$ cat src/rtl/seq_pkg.sv
// Shared types for the command sequencer: opcodes, the queued command word
// and the issue FSM states.
package seq_pkg;

  localparam int CMD_DATA_W = 8;

  typedef enum logic [1:0] {
    NOP  = 2'd0,
    LDA  = 2'd1,
    LDB  = 2'd2,
    EXEC = 2'd3
  } op_e;

  typedef struct packed {
    op_e                   op;
    logic [CMD_DATA_W-1:0] data;
    logic [2:0]            f;
    logic [1:0]            r;
  } cmd_t;

  typedef enum logic [1:0] {
    IDLE  = 2'd0,
    LOAD  = 2'd1,
    SHIFT = 2'd2,
    DONE  = 2'd3
  } state_e;

  function automatic cmd_t pack_cmd(input logic [1:0]            op,
                                    input logic [CMD_DATA_W-1:0] data,
                                    input logic [2:0]            f,
                                    input logic [1:0]            r);
    cmd_t c;
    c.op   = op_e'(op);
    c.data = data;
    c.f    = f;
    c.r    = r;
    return c;
  endfunction

endpackage

$ cat src/rtl/cmd_fifo.sv
// Synchronous FIFO of command words with flush; DEPTH must be a power of two
// so the pointers wrap naturally.
module cmd_fifo
  import seq_pkg::*;
#(
  parameter int DEPTH = 4
) (
  input  logic                         clk_i,
  input  logic                         rst_ni,
  input  logic                         push_i,
  input  cmd_t                         wdata_i,
  input  logic                         pop_i,
  input  logic                         flush_i,
  output cmd_t                         rdata_o,
  output logic                         full_o,
  output logic                         empty_o,
  output logic [$clog2(DEPTH+1)-1:0]   count_o
);

  localparam int PW = $clog2(DEPTH);
  localparam int CW = $clog2(DEPTH+1);

  cmd_t          mem_q [DEPTH];
  logic [PW-1:0] wr_q;
  logic [PW-1:0] rd_q;
  logic [CW-1:0] count_q;
  logic          do_push_s;
  logic          do_pop_s;

  assign full_o    = (count_q == CW'(DEPTH));
  assign empty_o   = (count_q == '0);
  assign count_o   = count_q;
  assign rdata_o   = mem_q[rd_q];
  assign do_push_s = push_i && !full_o && !flush_i;
  assign do_pop_s  = pop_i && !empty_o && !flush_i;

  always_ff @(posedge clk_i) begin
    if (do_push_s) begin
      mem_q[wr_q] <= wdata_i;
    end
  end

  always_ff @(posedge clk_i or negedge rst_ni) begin
    if (!rst_ni) begin
      wr_q    <= '0;
      rd_q    <= '0;
      count_q <= '0;
    end else if (flush_i) begin
      wr_q    <= '0;
      rd_q    <= '0;
      count_q <= '0;
    end else begin
      if (do_push_s) wr_q <= wr_q + PW'(1);
      if (do_pop_s)  rd_q <= rd_q + PW'(1);
      case ({do_push_s, do_pop_s})
        2'b10:   count_q <= count_q + CW'(1);
        2'b01:   count_q <= count_q - CW'(1);
        default: count_q <= count_q;
      endcase
    end
  end

endmodule

$ cat src/rtl/cmd_sequencer.sv
// Command-queue controller: buffers LDA/LDB/EXEC/NOP commands and issues them
// one at a time to the register unit as Ld_A/Ld_B/Shift_En strobes.
module cmd_sequencer
  import seq_pkg::*;
#(
  parameter int WIDTH = CMD_DATA_W,
  parameter int DEPTH = 4
) (
  input  logic                       Clk,
  input  logic                       Reset_n,
  input  logic                       cmd_valid,
  output logic                       cmd_ready,
  input  logic [1:0]                 cmd_op,
  input  logic [WIDTH-1:0]           cmd_data,
  input  logic [2:0]                 cmd_f,
  input  logic [1:0]                 cmd_r,
  input  logic                       abort,
  output logic                       Ld_A,
  output logic                       Ld_B,
  output logic                       Shift_En,
  output logic [WIDTH-1:0]           D,
  output logic [2:0]                 F_S,
  output logic [1:0]                 R_S,
  output logic                       done,
  output logic                       busy,
  output logic [$clog2(DEPTH+1)-1:0] fifo_count
);

  localparam int CNT_W = (WIDTH > 1) ? $clog2(WIDTH) : 1;

  state_e           state_q;
  op_e              cur_op_q;
  logic [CNT_W-1:0] cnt_q;
  logic [WIDTH-1:0] d_q;
  logic [2:0]       f_q;
  logic [1:0]       r_q;

  cmd_t head_s;
  cmd_t wdata_s;
  logic fifo_full_s;
  logic fifo_empty_s;
  logic push_s;
  logic pop_s;

  assign cmd_ready = !fifo_full_s && !abort;
  assign push_s    = cmd_valid && cmd_ready;
  assign pop_s     = (state_q == IDLE) && !fifo_empty_s && !abort;
  assign wdata_s   = pack_cmd(cmd_op, cmd_data, cmd_f, cmd_r);

  cmd_fifo #(.DEPTH(DEPTH)) u_fifo (
    .clk_i   (Clk),
    .rst_ni  (Reset_n),
    .push_i  (push_s),
    .wdata_i (wdata_s),
    .pop_i   (pop_s),
    .flush_i (abort),
    .rdata_o (head_s),
    .full_o  (fifo_full_s),
    .empty_o (fifo_empty_s),
    .count_o (fifo_count)
  );

  // Issue FSM; abort drops the current command without a done pulse but
  // leaves D/F_S/R_S as they were.
  always_ff @(posedge Clk or negedge Reset_n) begin
    if (!Reset_n) begin
      state_q  <= IDLE;
      cur_op_q <= NOP;
      cnt_q    <= '0;
      d_q      <= '0;
      f_q      <= '0;
      r_q      <= '0;
    end else if (abort) begin
      state_q <= IDLE;
      cnt_q   <= '0;
    end else begin
      case (state_q)
        IDLE: begin
          if (pop_s) begin
            cur_op_q <= head_s.op;
            d_q      <= head_s.data;
            cnt_q    <= '0;
            case (head_s.op)
              LDA, LDB: state_q <= LOAD;
              EXEC: begin
                state_q <= SHIFT;
                f_q     <= head_s.f;
                r_q     <= head_s.r;
              end
              default: state_q <= DONE;
            endcase
          end
        end
        LOAD:  state_q <= DONE;
        SHIFT: begin
          if (cnt_q == CNT_W'(WIDTH-1)) begin
            state_q <= DONE;
            cnt_q   <= '0;
          end else begin
            cnt_q <= cnt_q + CNT_W'(1);
          end
        end
        DONE:    state_q <= IDLE;
        default: state_q <= IDLE;
      endcase
    end
  end

  // Strobes are decoded straight from registers so reset removes them at once.
  assign Ld_A     = (state_q == LOAD) && (cur_op_q == LDA);
  assign Ld_B     = (state_q == LOAD) && (cur_op_q == LDB);
  assign Shift_En = (state_q == SHIFT);
  assign done     = (state_q == DONE);
  assign busy     = (state_q != IDLE) || !fifo_empty_s;
  assign D        = d_q;
  assign F_S      = f_q;
  assign R_S      = r_q;

endmodule

$ cat config.mk
export PLATFORM = sky130hd
export DESIGN_NAME = cmd_sequencer
export DESIGN_NICKNAME = d
export VERILOG_FILES = /design/src/rtl/seq_pkg.sv /design/src/rtl/cmd_fifo.sv /design/src/rtl/cmd_sequencer.sv
export SDC_FILE = /design/constraint.sdc
export NUM_CORES = 1
export LEC_CHECK = 0
export ABC_AREA = 1
export CORE_MARGIN = 4
export CORE_UTILIZATION = 45
export DETAILED_ROUTE_END_ITERATION = 8
export GPL_ROUTABILITY_DRIVEN = 0
export HOLD_SLACK_MARGIN = 0.05
export PLACE_DENSITY = 0.66
export REMOVE_ABC_BUFFERS = 1
export SLEW_MARGIN = 20
export SYNTH_ARGS = -nofsm -noshare
export SYNTH_HDL_FRONTEND = slang
export SYNTH_HIERARCHICAL = 1
export SYNTH_SLANG_ARGS = --single-unit
$ cat constraint.sdc
create_clock -name Clk -period 6.3 [get_ports Clk]
set_clock_uncertainty 0.2 [all_clocks]
set_input_delay 0.63 -clock Clk [delete_from_list [all_inputs] [get_ports Clk]]
set_output_delay 0.63 -clock Clk [all_outputs]
set_load 0.03 [all_outputs]
==> results.txt, run 1 <==
max incr delay on CP: 0.99 ns
FP Rows: 32
cells after synthesis: 331
drt via density: 5.05
GRT overflow: 0
TritonRoute pass-1 iters: 4
Ports: 41
CTS tree: built
Reg clk slew, reported paths: 0.09 ns
largest net degree at the start of global routing: 33
min Tclk post-route: 3.11 ns
postcts setup bufs: 0
Nets: 410
final WL: 6980 µm
Crit. End Element: flop
Startpoint Class: flop
Tightest Pin Transition: 0.975 ns
H-tree depth: 3
setup TNS: 0 ns
CTS Buf Count: 9
layout cells sized above 1: 0.0914
DRT antenna net count: 0
Bufs and invs on worst path: 1
GR Util All Layers: 0.153
Die Span Y: 98.5 µm
critical path's top delay family: flip-flops
total of max-cap violations: 0
peak supply drop: 169 µV
Hold Crit Class: reg -> reg
number of global-route vias before repair: 2374
Non-Filler Instances: 485
Synth Warn #: 6
worst skew pair latency: 0.34 ns
cell repeated most along the worst path: nand2_1
RSZ-0062 raised after global routing: false
Core ar.: 7850 µm²
die area: 9700 µm²
Worst Path Required: 6.38 ns
Mapped Avg Cell Area: 11.1 µm²
Max-slew headroom: 0.350
number of register bits inferred by synthesis: 87
Power Density: 388 nW/µm²
initial antenna violation count: 0
first-pass GRT wire length: 11600 µm
CP arrival: 3.20 ns
vias after detailed routing: 2450
Hold Vio Cnt, Final: 0
Slew Limit Fails: 0
Num Clock Sinks: 87
mapped cell area: 3680 µm²
Die Wd: 98.5 µm
Starting Density: 0.470
post-CTS resize count: 0
worst-case clock buffer depth: 2
hold_buf cts: 0
# fillers: 694
f_max: 0.321 GHz
placed insts: 469
CP max-delay cell: dfrtp_1
PortBufs: 40
CP max FO: 32
drt drc: 0
DR WL/cell: 14.4 µm
DR iter-0 viols: 83
root buf cell: clkbuf_8
Unique masters post-synth: 23
P&R area growth vs syn: 18.8%
worst path cell trace: inv_1, o21ai_0, o22ai_1, ha_1, nand2_1, nand2_1, nand2_1
post-synthesis sequential area ratio: 0.672
crit share post-route: 0.494
n_diodes: 0
Setup Crit Path Kind: reg -> reg
Post-DP HPWL: 4680 µm
outcome: complete, no violations
LEAKAGE: 1.76 nW
final setup vio count: 0
-- through the flow --
| step | utilization | hold WS, ns | cell area, µm² | setup slack [ns] | power, mW |
|---|---|---|---|---|---|
| after floorplan | - | 0.134 | 3640 | 3.70 | 1.16 |
| after global placement | 0.536 | 0.258 | 4210 | 3.18 | 1.37 |
| after detailed placement | 0.536 | 0.259 | 4210 | 3.17 | 1.38 |
| after CTS | 0.558 | 0.281 | 4380 | 3.22 | 1.72 |
| after global routing | 0.558 | 0.294 | 4380 | 2.75 | 1.82 |
| final | 0.558 | 0.272 | 4380 | 3.19 | 1.70 |
-- path summary, 6_finish.rpt --
kind | startpoint | to | slack, ns | cells after the start
min reg2reg | D[1]$_DFFE_PN0P_ | D[1]$_DFFE_PN0P_ | 0.27 | 2
max in group asynchronous | Reset_n | cnt_q[2]$_DFFE_PN0P_ | 5.15 | 2
min in group asynchronous | Reset_n | D[4]$_DFFE_PN0P_ | 0.47 | 2
min | D[1]$_DFFE_PN0P_ | D[1]$_DFFE_PN0P_ | 0.27 | 2
max | u_fifo/rd_q[0]$_DFFE_PN0P_ | R_S[0]$_DFFE_PN0P_ | 3.19 | 7
max reg2reg | u_fifo/rd_q[0]$_DFFE_PN0P_ | R_S[0]$_DFFE_PN0P_ | 3.19 | 7
-- flip-flops by register name (all words and copies together) (netlist names) --
signal / cells
u_fifo/mem_q: 60
cnt_q: 3
u_fifo/count_o: 3
F_S: 3
D: 8
R_S: 2
u_fifo/wr_q: 2
state_q: 2
cur_op_q: 2
u_fifo/rd_q: 2
-- metal layers --
layer  GRT usage  part of all wire
met5           0                 0
met4      0.0672             0.019
met3      0.0326             0.035
met2       0.253              0.48
met1       0.194              0.47
-- power breakdown --
part | switching, mW | internal [mW]
clock network | 0.192 | 0.143
registers | 0.0714 | 0.695
logic | 0.376 | 0.223
total | 0.640 | 1.06
-- worst reg2reg max path: stages (launching register included) --
cell     delay [ns]
dfrtp_1        0.99
inv_1          0.71
o21ai_0        0.34
o22ai_1        0.17
ha_1           0.34
nand2_1        0.19
nand2_1        0.07
nand2_1        0.06
-- synth_stat cells --
cell | count | share of area
nand3_1 | 14 | 0.019
ha_1 | 12 | 0.041
nand2_1 | 73 | 0.074
dfrtp_1 | 27 | 0.18
nand2_2 | 9 | 0.015
nand3_2 | 1 | 0.0027
nor3b_1 | 1 | 0.0020
a21oi_2 | 1 | 0.0024
edfxtp_1 | 60 | 0.49
o21ai_0 | 34 | 0.046
xnor2_1 | 1 | 0.0024
nor2_4 | 1 | 0.0031
nor2_2 | 2 | 0.0034
inv_1 | 22 | 0.022
buf_6 | 1 | 0.0031
o21ai_1 | 3 | 0.0041
inv_2 | 2 | 0.0020
a21oi_1 | 2 | 0.0027
o22ai_1 | 15 | 0.025
a21boi_1 | 1 | 0.0020
fa_1 | 1 | 0.0054
clkbuf_1 | 8 | 0.0081
nor2_1 | 40 | 0.041
-- final cells by class --
cell class / instances / area, µm² / area share
flip-flops and latches: 87 / 2480 / 0.566
well taps: 102 / 128 / 0.0292
inverters: 24 / 90.1 / 0.0206
clock inverters: 7 / 45.0 / 0.0103
repair buffers: 45 / 438 / 0.100
clock buffers: 9 / 124 / 0.0283
multi-input cells: 211 / 1080 / 0.246
-- cell usage in the layout (no fill, tap or decap) --
master	synthesis	final
o21ai_1	3	3
nand3_1	14	14
clkbuf_8	0	9
inv_1	22	22
nand3_2	1	1
a21boi_1	1	1
nor3b_1	1	1
nand2_1	73	73
xnor2_1	1	1
inv_6	0	2
edfxtp_1	60	60
a21oi_1	2	2
clkdlybuf4s50_1	0	40
fa_1	1	1
nor2_1	40	40
clkinvlp_4	0	2
clkinv_2	0	1
a21oi_2	1	1
inv_2	2	2
nor2_4	1	1
dfrtp_1	27	27
buf_4	0	5
nand2_2	9	9
o21ai_0	34	34
nor2_2	2	2
clkinv_1	0	2
ha_1	12	12
o22ai_1	15	15
-- cell families after synthesis --
group / Yosys count / synth area share
xor gates and xnor gates: 1 / 0.00238
and+or+nand+nor: 141 / 0.161
buffers and inverters: 33 / 0.0357
DFF: 87 / 0.672
AOI/OAI and AO/OA: 56 / 0.0829
adders and majority gates: 13 / 0.0462
(Power assumes the default switching activity.)
==> run 2, diff against run 1 <==
--- a/config.mk
+++ b/config.mk
@@ -11,7 +11,7 @@
 export DETAILED_ROUTE_END_ITERATION = 8
 export GPL_ROUTABILITY_DRIVEN = 0
 export HOLD_SLACK_MARGIN = 0.05
-export PLACE_DENSITY = 0.66
+export PLACE_DENSITY = 0.69
 export REMOVE_ABC_BUFFERS = 1
 export SLEW_MARGIN = 20
 export SYNTH_ARGS = -nofsm -noshare
==> constraint.sdc (replaced) <==
create_clock -name Clk -period 2.5 [get_ports Clk]
set_clock_uncertainty 0.2 [all_clocks]
set_input_delay 0.25 -clock Clk [delete_from_list [all_inputs] [get_ports Clk]]
set_output_delay 0.25 -clock Clk [all_outputs]
set_load 0.03 [all_outputs]
==> results.txt, run 2 (synthesis gave the netlist of run 1 again) <==
P&R area growth vs syn: 23.8%
commonest non-fill, non-tap cells in the layout: 73 x nand2_1, 60 x edfxtp_1, 40 x nor2_1
Worst Path Required: 2.05 ns
max incr delay on CP: 0.67 ns
layout cells sized above 1: 0.134
H-tree depth: 3
critical path startpoint: state_q[1]$_DFFE_PN0P_
f_max: 0.440 GHz
die area: 9700 µm²
worst skew pair latency: 0.35 ns
CP arrival: 1.82 ns
worst path cell trace: inv_1, ha_1, nand2_1, nor2_1, clkdlybuf4s50_1
total of max-cap violations: 0
PortBufs: 40
r2r setup slk: 0.24 ns
Reg clk slew, reported paths: 0.09 ns
Slew Limit Fails: 0
placed insts: 480
largest net degree at the start of global routing: 28
Num Clock Sinks: 87
Post-DP HPWL: 4650 µm
multi-input combinational cell area: 1100 µm²
Tightest Pin Transition: 0.447 ns
largest register by flop count: u_fifo/mem_q
GR Util All Layers: 0.151
root buf cell: clkbuf_8
Power Density: 993 nW/µm²
r2r startpoint: u_fifo/count_o[1]$_DFFE_PN0P_
GRT overflow: 0
LEAKAGE: 1.85 nW
DR iter-0 viols: 84
drt via density: 5.03
final setup vio count: 0
Setup Crit Path Kind: reg -> out
outcome: complete, no violations
min Tclk post-route: 2.27 ns
Ports: 41
worst-case clock buffer depth: 2
Non-Filler Instances: 497
Die Span Y: 98.5 µm
Hold Vio Cnt, Final: 0
Nets: 422
CTS Buf Count: 9
Max-slew headroom: 0.702
# fillers: 659
Hold Crit Class: in -> async
CP max FO: 4
setup TNS: 0 ns
CP max-delay cell: clkdlybuf4s50_1
number of global-route vias before repair: 2484
DRT antenna net count: 0
Core ar.: 7850 µm²
drt drc: 0
DR WL/cell: 14.0 µm
most common cell after layout, fill and taps aside: nand2_1
n_diodes: 0
Starting Density: 0.470
Startpoint Class: flop
initial antenna violation count: 0
vias after detailed routing: 2499
peak supply drop: 400 µV
register area: 2480 µm²
Die Wd: 98.5 µm
FF-to-FF path depth: 17
end of the critical path: Ld_A
Reg2Reg Capture Point: u_fifo/count_o[2]$_DFFE_PN0P_
first-pass GRT wire length: 11500 µm
max reg flops: 60
Crit. End Element: output pin
TritonRoute pass-1 iters: 4
CTS tree: built
crit share post-route: 0.909
final WL: 6960 µm
FP Rows: 32
-- run 2: cell types whose count changed in the layout (fill, tap and decap cells not counted), sizes merged --
cell,previous run,this run
clkinv,3,2
buf,5,17
clkdlybuf4s50,40,39
bufinv,0,1
dlymetal6s2s,0,1
-- run 2: worst min-delay path by stage --
stage	to	from
after floorplan	D[0]$_DFFE_PN0P_	Reset_n
after global placement	D[0]$_DFFE_PN0P_	D[0]$_DFFE_PN0P_
after detailed placement	D[5]$_DFFE_PN0P_	D[5]$_DFFE_PN0P_
after CTS	D[0]$_DFFE_PN0P_	Reset_n
after global routing	D[6]$_DFFE_PN0P_	Reset_n
final	D[0]$_DFFE_PN0P_	Reset_n
-- run 2: metal layers --
| metal | up-vias | wire (µm) | global-route usage |
|---|---|---|---|
| li1 | 1242 | - | - |
| met1 | 1185 | 3020 | 0.199 |
| met2 | 61 | 3450 | 0.243 |
| met3 | 11 | 392 | 0.0297 |
| met4 | 0 | 103 | 0.0683 |
| met5 | - | 0 | 0 |
-- run 2: what timing repair did --
item	in CTS	in global routing
hold buffers	0	0
setup endpoints to repair	0	2
buffers inserted	0	1
gates resized for setup	0	6
-- run 2: layout make-up --
class                      instances  area share
sequential                        87       0.543
multi-input combinational        211       0.240
timing repair buffer              57       0.124
tap                              102      0.0280
clock buffer                       9      0.0271
inverter                          24      0.0197
clock inverter                     7      0.0173
-- run 2: critical path, delay by kind of cell (launching register included) --
kind	cells	cell delay (ns)
buffers and inverters	2	0.76
flip-flops	1	0.42
adder cells (fa/ha/maj)	1	0.16
AND/OR/NAND/NOR	2	0.13
-- run 2: where the power goes --
part           switching, mW  internal (mW)
sequential             0.158           1.75
combinational          0.999          0.646
clock                  0.504          0.472
total                   1.66           2.87
-- run 2: metrics by stage --
stage	area, µm²	worst slack [ns]	util	total power, mW	hold slack [ns]
floorplan	3640	-0.100	-	2.92	-0.246
global placement	4330	0.0597	0.552	3.53	0.258
detailed placement	4330	0.0128	0.552	3.57	0.262
CTS	4530	0.0517	0.577	4.55	0.0908
global route	4560	-0.00121	0.581	4.83	0.127
finish	4560	0.227	0.581	4.53	0.0835
